File: src/rtl/c17_array_bist.sv
// rtl/c17_array_bist.sv - registered c17 NAND array with LFSR/MISR built-in self-test
module c17_array_bist #(
    parameter int          NUM_CH   = 4,
    parameter int          PIPE     = 0,
    parameter int          PATTERNS = 256,
    parameter logic [15:0] SEED     = 16'hACE1
) (
    input  logic                  clk,
    input  logic                  reset,
    input  logic                  in_valid,
    input  logic [5*NUM_CH-1:0]   data_in,
    input  logic                  bist_start,
    output logic                  out_valid,
    output logic [2*NUM_CH-1:0]   data_out,
    output logic                  bist_busy,
    output logic                  bist_done,
    output logic [15:0]           signature
);

    localparam int DW    = 5 * NUM_CH;
    localparam int OW    = 2 * NUM_CH;
    localparam int CNT_W = $clog2(PATTERNS + 1);
    localparam int DRN_W = $clog2(PIPE + 2);

    // An all-zero seed would lock the LFSR at zero and yield a constant pattern stream.
    if (SEED == 16'h0000) begin : g_bad_seed
        $error("c17_array_bist: SEED must be nonzero");
    end

    typedef enum logic [1:0] {IDLE, RUN, DRAIN, DONE} state_t;

    state_t               state;
    logic [15:0]          lfsr;
    logic [15:0]          misr;
    logic [CNT_W-1:0]     pat_cnt;
    logic [DRN_W-1:0]     drn_cnt;

    logic [DW-1:0]        in_data;
    logic                 in_vld;
    logic                 in_bist;

    logic [DW-1:0]        lfsr_vec;
    logic [NUM_CH-1:0]    c10, c16, c19;
    logic [NUM_CH-1:0]    s10, s16, s19;
    logic                 s_vld, s_bist;
    logic [OW-1:0]        out_next;
    logic [31:0]          out_pad;
    logic [15:0]          fold;
    logic                 start_go;

    assign start_go  = ((state == IDLE) || (state == DONE)) && bist_start;
    assign signature = misr;

    // Spread the 16 LFSR bits cyclically across all channel inputs.
    for (genvar i = 0; i < DW; i++) begin : g_vec
        assign lfsr_vec[i] = lfsr[i % 16];
    end

    // Per-channel first half of the c17 netlist, plus the final NAND pair.
    for (genvar c = 0; c < NUM_CH; c++) begin : g_ch
        logic n1, n2, n3, n6, n7, n11;
        assign {n7, n6, n3, n2, n1} = in_data[5*c +: 5];
        assign n11           = ~(n3 & n6);
        assign c10[c]        = ~(n1 & n3);
        assign c16[c]        = ~(n2 & n11);
        assign c19[c]        = ~(n11 & n7);
        assign out_next[2*c]   = ~(s10[c] & s16[c]);
        assign out_next[2*c+1] = ~(s16[c] & s19[c]);
    end

    if (PIPE != 0) begin : g_mid
        // Optional mid-logic stage holding N10/N16/N19 with their tags.
        always_ff @(posedge clk or negedge reset) begin
            if (!reset) begin
                s10    <= '0;
                s16    <= '0;
                s19    <= '0;
                s_vld  <= 1'b0;
                s_bist <= 1'b0;
            end else begin
                s10    <= c10;
                s16    <= c16;
                s19    <= c19;
                s_vld  <= in_vld;
                s_bist <= in_bist;
            end
        end
    end else begin : g_nomid
        assign s10    = c10;
        assign s16    = c16;
        assign s19    = c19;
        assign s_vld  = in_vld;
        assign s_bist = in_bist;
    end

    // Fold the result word onto 16 bits (bit i lands on bit i mod 16).
    assign out_pad = 32'(out_next);
    assign fold    = out_pad[15:0] ^ out_pad[31:16];

    // Input register: functional vectors, or LFSR patterns tagged as BIST while running.
    always_ff @(posedge clk or negedge reset) begin
        if (!reset) begin
            in_data <= '0;
            in_vld  <= 1'b0;
            in_bist <= 1'b0;
        end else if (state == RUN) begin
            in_data <= lfsr_vec;
            in_vld  <= 1'b0;
            in_bist <= 1'b1;
        end else begin
            in_data <= data_in;
            in_vld  <= in_valid;
            in_bist <= 1'b0;
        end
    end

    // Output register; functional results keep their valid tag, BIST results never assert it.
    always_ff @(posedge clk or negedge reset) begin
        if (!reset) begin
            data_out  <= '0;
            out_valid <= 1'b0;
        end else begin
            data_out  <= out_next;
            out_valid <= s_vld;
        end
    end

    // MISR compacts each BIST result as it enters the output register.
    always_ff @(posedge clk or negedge reset) begin
        if (!reset) begin
            misr <= 16'h0000;
        end else if (start_go) begin
            misr <= 16'h0000;
        end else if (s_bist) begin
            misr <= {misr[14:0], 1'b0} ^ (misr[15] ? 16'h1021 : 16'h0000) ^ fold;
        end
    end

    // BIST sequencer: pattern generation, pipeline drain and status flags.
    always_ff @(posedge clk or negedge reset) begin
        if (!reset) begin
            state     <= IDLE;
            lfsr      <= SEED;
            pat_cnt   <= '0;
            drn_cnt   <= '0;
            bist_busy <= 1'b0;
            bist_done <= 1'b0;
        end else begin
            case (state)
                IDLE, DONE: begin
                    if (bist_start) begin
                        state     <= RUN;
                        lfsr      <= SEED;
                        pat_cnt   <= '0;
                        drn_cnt   <= '0;
                        bist_busy <= 1'b1;
                        bist_done <= 1'b0;
                    end
                end
                RUN: begin
                    lfsr    <= (lfsr >> 1) ^ (lfsr[0] ? 16'hB400 : 16'h0000);
                    pat_cnt <= pat_cnt + 1'b1;
                    if (pat_cnt == CNT_W'(PATTERNS - 1)) begin
                        state <= DRAIN;
                    end
                end
                DRAIN: begin
                    if (drn_cnt == DRN_W'(PIPE + 1)) begin
                        state     <= DONE;
                        bist_busy <= 1'b0;
                        bist_done <= 1'b1;
                    end else begin
                        drn_cnt <= drn_cnt + 1'b1;
                    end
                end
                default: state <= IDLE;
            endcase
        end
    end

endmodule

File: config.mk
export PLATFORM = sky130hd
export DESIGN_NAME = c17_array_bist
export DESIGN_NICKNAME = d
export VERILOG_FILES = /design/src/rtl/c17_array_bist.sv
export SDC_FILE = /design/constraint.sdc
export NUM_CORES = 1
export LEC_CHECK = 0
export BUFFER_PORTS_ARGS = -buffer_cell sky130_fd_sc_hd__buf_2
export CORE_UTILIZATION = 45
export DETAILED_ROUTE_END_ITERATION = 6
export GPL_TIMING_DRIVEN = 0
export PLACE_DENSITY = 0.65
export SLEW_MARGIN = 10
export SYNTH_ARGS = -nofsm -noshare
export SYNTH_HDL_FRONTEND = slang
export SYNTH_SLANG_ARGS = --single-unit
File: constraint.sdc
create_clock -name clk -period 2.13 [get_ports clk]
set_input_delay 0.426 -clock clk [delete_from_list [all_inputs] [get_ports clk]]
set_output_delay 0.426 -clock clk [all_outputs]
set_load 0.01 [all_outputs]
# Word level (Yosys, flattened, before mapping)
# Cells that the tools add are included.
# W data, S select, Z words.
totals:
  register_bits: 77
  latch_bits: 0
  ram_bits: 0
  rom_bits: 0
  output_inout_bits: 27
  mem_count: 0
classes:
  addsub: 2
  n_mul: 0
  div_mod_pow: 0
  n_lt_le_gt_ge: 0
  n_eq_ne: 7
  shift: 0
  n_mux: 23
  bitwise: 51
  reduce_logical: 11
op_table:
  columns: ["operator", "n"]
  rows:
  - ["$mux W16", 4]
  - ["$pmux W16 S2", 1]
  - ["$and A1 B1 Y1", 24]
  - ["$not A1 Y1", 24]
  - ["$mux W20", 1]
  - ["$pmux W9 S2", 1]
  - ["$xor A15 B16 Y16", 1]
  - ["$xor A16 B13 Y16", 1]
  - ["$xor A16 B8 Y16", 1]
  - ["$mux W13", 1]
  - ["$add A9 B1 Y9 const B", 1]
  - ["$eq A9 B8 Y1 const B", 1]
  - ["$mux W9", 1]
  - ["$mux W1", 7]
  - ["$mux W2", 3]
  - ["$pmux W1 S2", 3]
  - ["$pmux W2 S3", 1]
  - ["$reduce_and A3 Y1", 2]
  - ["$reduce_bool A2 Y1", 3]
  - ["$eq A2 B2 Y1 const B", 2]
  - ["$ne A2 B2 Y1 const B", 2]
  - ["$reduce_and A2 Y1", 2]
  - ["$eq A2 B1 Y1 const B", 1]
  - ["$logic_not A2 Y1", 1]
  - ["other kinds (5)", 5]

# Depth between registers and ports, before layout
depth:
  depth_word: 9
  mapped_depth: 8
  mapped_depth_nobuf: 6

# Worst setup path after synthesis
# OpenSTA, ideal clock, no wires.
synth_path:
  kind: "flip-flop to flip-flop"
  from: "reg state[0]"
  to: "reg pat_cnt[5]"
  setup_time_ps: 77
  arrival_ps: 1597
  required_ps: 2053
  setup_slack_ps: 455
  stages_incl_launch_ff: 7
  n_path_buf: 1
  period_less_slack_ps: 1675
  cell_sequence: "dfrtp_1 inv_1 ha_1 buf_4 mux2i_1 or4_1 a21oi_1"
synth_between:
  elab_chain_len: 4
synth_rtl:
  columns: ["element", "line", "source"]
  rows:
  - ["from (decl)", "32", "state_t state;"]
  - ["from (signal assigned)", "142", "state <= IDLE;"]
  - ["from (signal assigned)", "152", "state <= RUN;"]
  - ["from (signal assigned)", "164", "state <= DRAIN;"]
  - ["$eq A2 B2 Y1 or $logic_not A2 Y1 (tied branches)", "149", "case (state)"]
  - ["$reduce_or A2 Y1", "149", null]
  - ["$ne A2 B2 Y1 (no source line) or $reduce_bool A2 Y1 (tied branches)", null, null]
  - ["$reduce_and A2 Y1 (no source line)", null, null]
  - ["to (signal assigned)", "162", "pat_cnt <= pat_cnt + 1'b1;"]
  - ["to (decl)", "35", "logic [CNT_W-1:0] pat_cnt;"]
# Several ways; a longest one is shown, not always the timed one.
# A chain may end at the register's enable or synchronous reset.

# Worst setup path after layout
layout_path:
  from: "reg state[0]"
  to: "reg lfsr[12]"
layout_between:
  elab_chain_len: 4
layout_rtl:
  columns: ["element", "line", "source"]
  rows:
  - ["$eq A2 B2 Y1 or $logic_not A2 Y1 (tied branches)", "149", null]
  - ["$reduce_or A2 Y1", "149", null]
  - ["$ne A2 B2 Y1 (no source line) or $reduce_bool A2 Y1 (tied branches)", null, null]
  - ["$reduce_and A2 Y1 (no source line)", null, null]
  - ["to (signal assigned)", "161", "lfsr <= (lfsr >> 1) ^ (lfsr[0] ? 16'hB400 : 16'h0000);"]
  - ["to (decl)", "33", "logic [15:0] lfsr;"]
# Several ways; a longest one is shown, not always the timed one.

==> results.ini <==
[place]
gp_congestion = 0.8197
dp_hpwl_um = 4347
io_buffers = 49

[die]
start_util_pct = 46.61
io_pins = 51
core.rowCount = 30
die_w_um = 85.89
dieArea_mm2 = 0.007377
die_y_um = 85.89
coreArea_mm2 = 0.006794

[logic_synthesis]
synth_seq_area_share_pct = 61.16
synth_cell_type_count = 35
synth_area_per_cell_um2 = 12.09
synth-seq-cells = 77
ys_async_sr_fraction_pct = 100.0
synth-edff-count = 0
syn_nets = 291
synth_cells = 262
ys_warn_count = 0
synth-main-ff-cell = dfrtp_1
synthesis.area_mm2 = 0.003167

[clocking]
cts.path.max_buffers = 2
cts_buffers = 9
clkLatencyLatePin_ns = 0.35
cts_tree = done
path_clk_slew_ns = 0.08
root_buffer = clkbuf_8
h-tree-depth = 3
cts_sinks = 77

[routing]
vias_per_cell = 5.179
drc = 0
wl_per_cell_um = 14.41
ant_nets = 0
drt_pass1_iterations = 4
routed_wl_um = 6125
drtIter0Drc = 81
num_vias = 2201

[pwr]
p_seq_share_pct = 42.6
power_frac_comb_pct = 38.6
p_leak_nw = 1.765
total_power_mw = 5.703
switching_share_pct = 36.62
vdd_drop_max_mv = 0.5473
netSwitchingPower_mw = 2.089
intPower_mw = 3.615
power_density_mw_per_mm2 = 1514
clock_power_share_pct = 18.8

[flow_run]
cap_violations = 0

[finish]
final_cell_mix = dfrtp_1, buf_2, a22o_1
drive_above_1_share_pct = 30.09
area_delta_synth_final_pct = 18.96
diodes = 0
utilization_pct = 55.45
nets = 353
layout_commonest_cell = dfrtp_1

[grt]
grt_max_degree = 55
overflow = 0
grt_use_total_pct = 18.56
grt_pass1_wl_um = 10340
grt_pass1_vias = 2129
antenna_found_initial = 0

[timing]
tightest_slew_ns = 0.4517
fmax_mhz = 514.2
fin_crit_sh_pct = 91.30
min_period_ns = 1.945
hold_viol = 0
rsz0062_at_grt = false
maxSlewViolCount = 0
finalSetupViolCount = 0
fin_setup_tns_ns = 0
finClkSkew_ns = 0.006466
slew_headroom_pct = 69.89

[worst_setup_path]
crit_path_start_kind = flop
path_class = reg -> reg
critical_path_arrival_ns = 2.20
critPathRequiredTime_ns = 2.39
worst_r2r_path_depth = 8
worstPathMaxFanout = 10
endpoint_kind = flop

[hold_path]
min_path_type = in -> reg
min_delay_path_depth = 2

[status]
status = finished clean

-- through the flow --
| step | instances | hold WS (ns) | setup WS [ns] | instance area (um2) |
|---|---|---|---|---|
| after global placement | 407 | 0.3330 | 0.1362 | 3532 |
| after floorplan | 262 | 0.1304 | 0.4551 | 3167 |
| after detailed placement | 408 | 0.3456 | 0.1782 | 3562 |
| after CTS | 425 | 0.2937 | 0.1336 | 3764 |
| after global routing | 425 | 0.3025 | 0.03466 | 3767 |
| final | 425 | 0.3028 | 0.1854 | 3767 |
-- path summary, 6_finish.rpt --
kind	start	to	slack (ns)
max	state[0]$_DFFE_PN0P_	lfsr[12]$_DFFE_PN0P_	0.19
max in group asynchronous	reset	lfsr[11]$_DFFE_PN1P_	1.00
min	in_valid	in_vld$_DFF_PN0_	0.30
min reg2reg	in_vld$_DFF_PN0_	out_valid$_DFF_PN0_	0.36
max reg2reg	state[0]$_DFFE_PN0P_	lfsr[12]$_DFFE_PN0P_	0.19
min in group asynchronous	reset	signature[8]$_DFFE_PN0P_	0.51
-- what timing repair did --
action                                 4_1_cts  5_1_grt
hold buffers                                 1        0
endpoints found under the hold margin       23        0
setup endpoints to repair                    0        2
setup buffers                                0        0
resized for setup                            0        1
-- cell usage after synthesis (2+ instances only) --
cell	number	area share (%)
o211ai_1	8	1.9
ha_1	5	2.0
xnor2_1	5	1.4
dfrtp_1	69	55
a21boi_0	5	1.2
xor2_1	4	1.1
inv_1	19	2.3
clkbuf_1	5	0.59
a21oi_1	10	1.6
or2_2	4	0.79
nand3_1	3	0.47
nor2_1	4	0.47
or3_1	3	0.59
buf_2	6	0.95
a31oi_1	2	0.40
o31ai_1	3	0.71
nand2b_1	2	0.40
a22o_1	21	5.8
and2_1	5	0.99
mux2_2	13	4.6
or4_1	3	0.71
o21ai_0	16	2.5
mux2i_1	3	0.95
nand2_1	18	2.1
o22a_1	6	1.7
dfstp_2	8	6.6
a2bb2oi_1	4	1.1
-- power groups by stage --
stage	Clock, mW	Sequential, mW	Combinational (mW)
after global routing	1.16	2.52	2.46
after detailed placement	0	2.46	2.22
final	1.07	2.43	2.20
after CTS	1.09	2.43	2.23
after global placement	0	2.45	2.17
after floorplan	0	2.46	1.50
-- critical path, cell delays in order, from the launching register on --
cell and delay [ns]:
dfrtp_1 0.38, inv_1 0.07, ha_1 0.27, buf_4 0.16, mux2i_1 0.31, buf_2 0.25
buf_2 0.25, nand2_1 0.08, o21ai_0 0.08
-- cell families after synthesis --
group                    count (synthesis)  share of synthesized area [%]
AO/OA/AOI/OAI                           77                          17.35
XOR/XNOR                                 9                          2.489
adder cells (fa/ha/maj)                  5                          1.976
buffers and inverters                   33                          4.307
flip-flops                              77                          61.16
multiplexers                            16                          5.571
AND/OR/NAND/NOR                         45                          7.151
-- state kept, by name, indices dropped and copies added, names as in the netlist, 2 cells and up --
name and cells:
data_out 8, pat_cnt 9, signature 16, lfsr 16, in_data 20, state 2
-- layer usage --
| metal | vias to the layer above | routed length, um | global-route usage (%) |
|---|---|---|---|
| li1 | 1049 | - | - |
| met1 | 1094 | 2814 | 24.27 |
| met2 | 45 | 2982 | 29.58 |
| met3 | 13 | 203 | 3.850 |
| met4 | 0 | 124 | 9.091 |
| met5 | - | 0 | 0 |
-- layout make-up --
class	count	area [um2]
Timing Repair Buffer	51	285.3
Sequential cell	77	1937
Multi-Input combinational cell	152	1097
Buffer	14	65.06
Tap cell	96	120.1
Fill cell	596	3027
Inverter	19	71.32
Clock buffer	10	127.6
Clock inverter	6	63.81
Power figures use the tool's default switching activity.
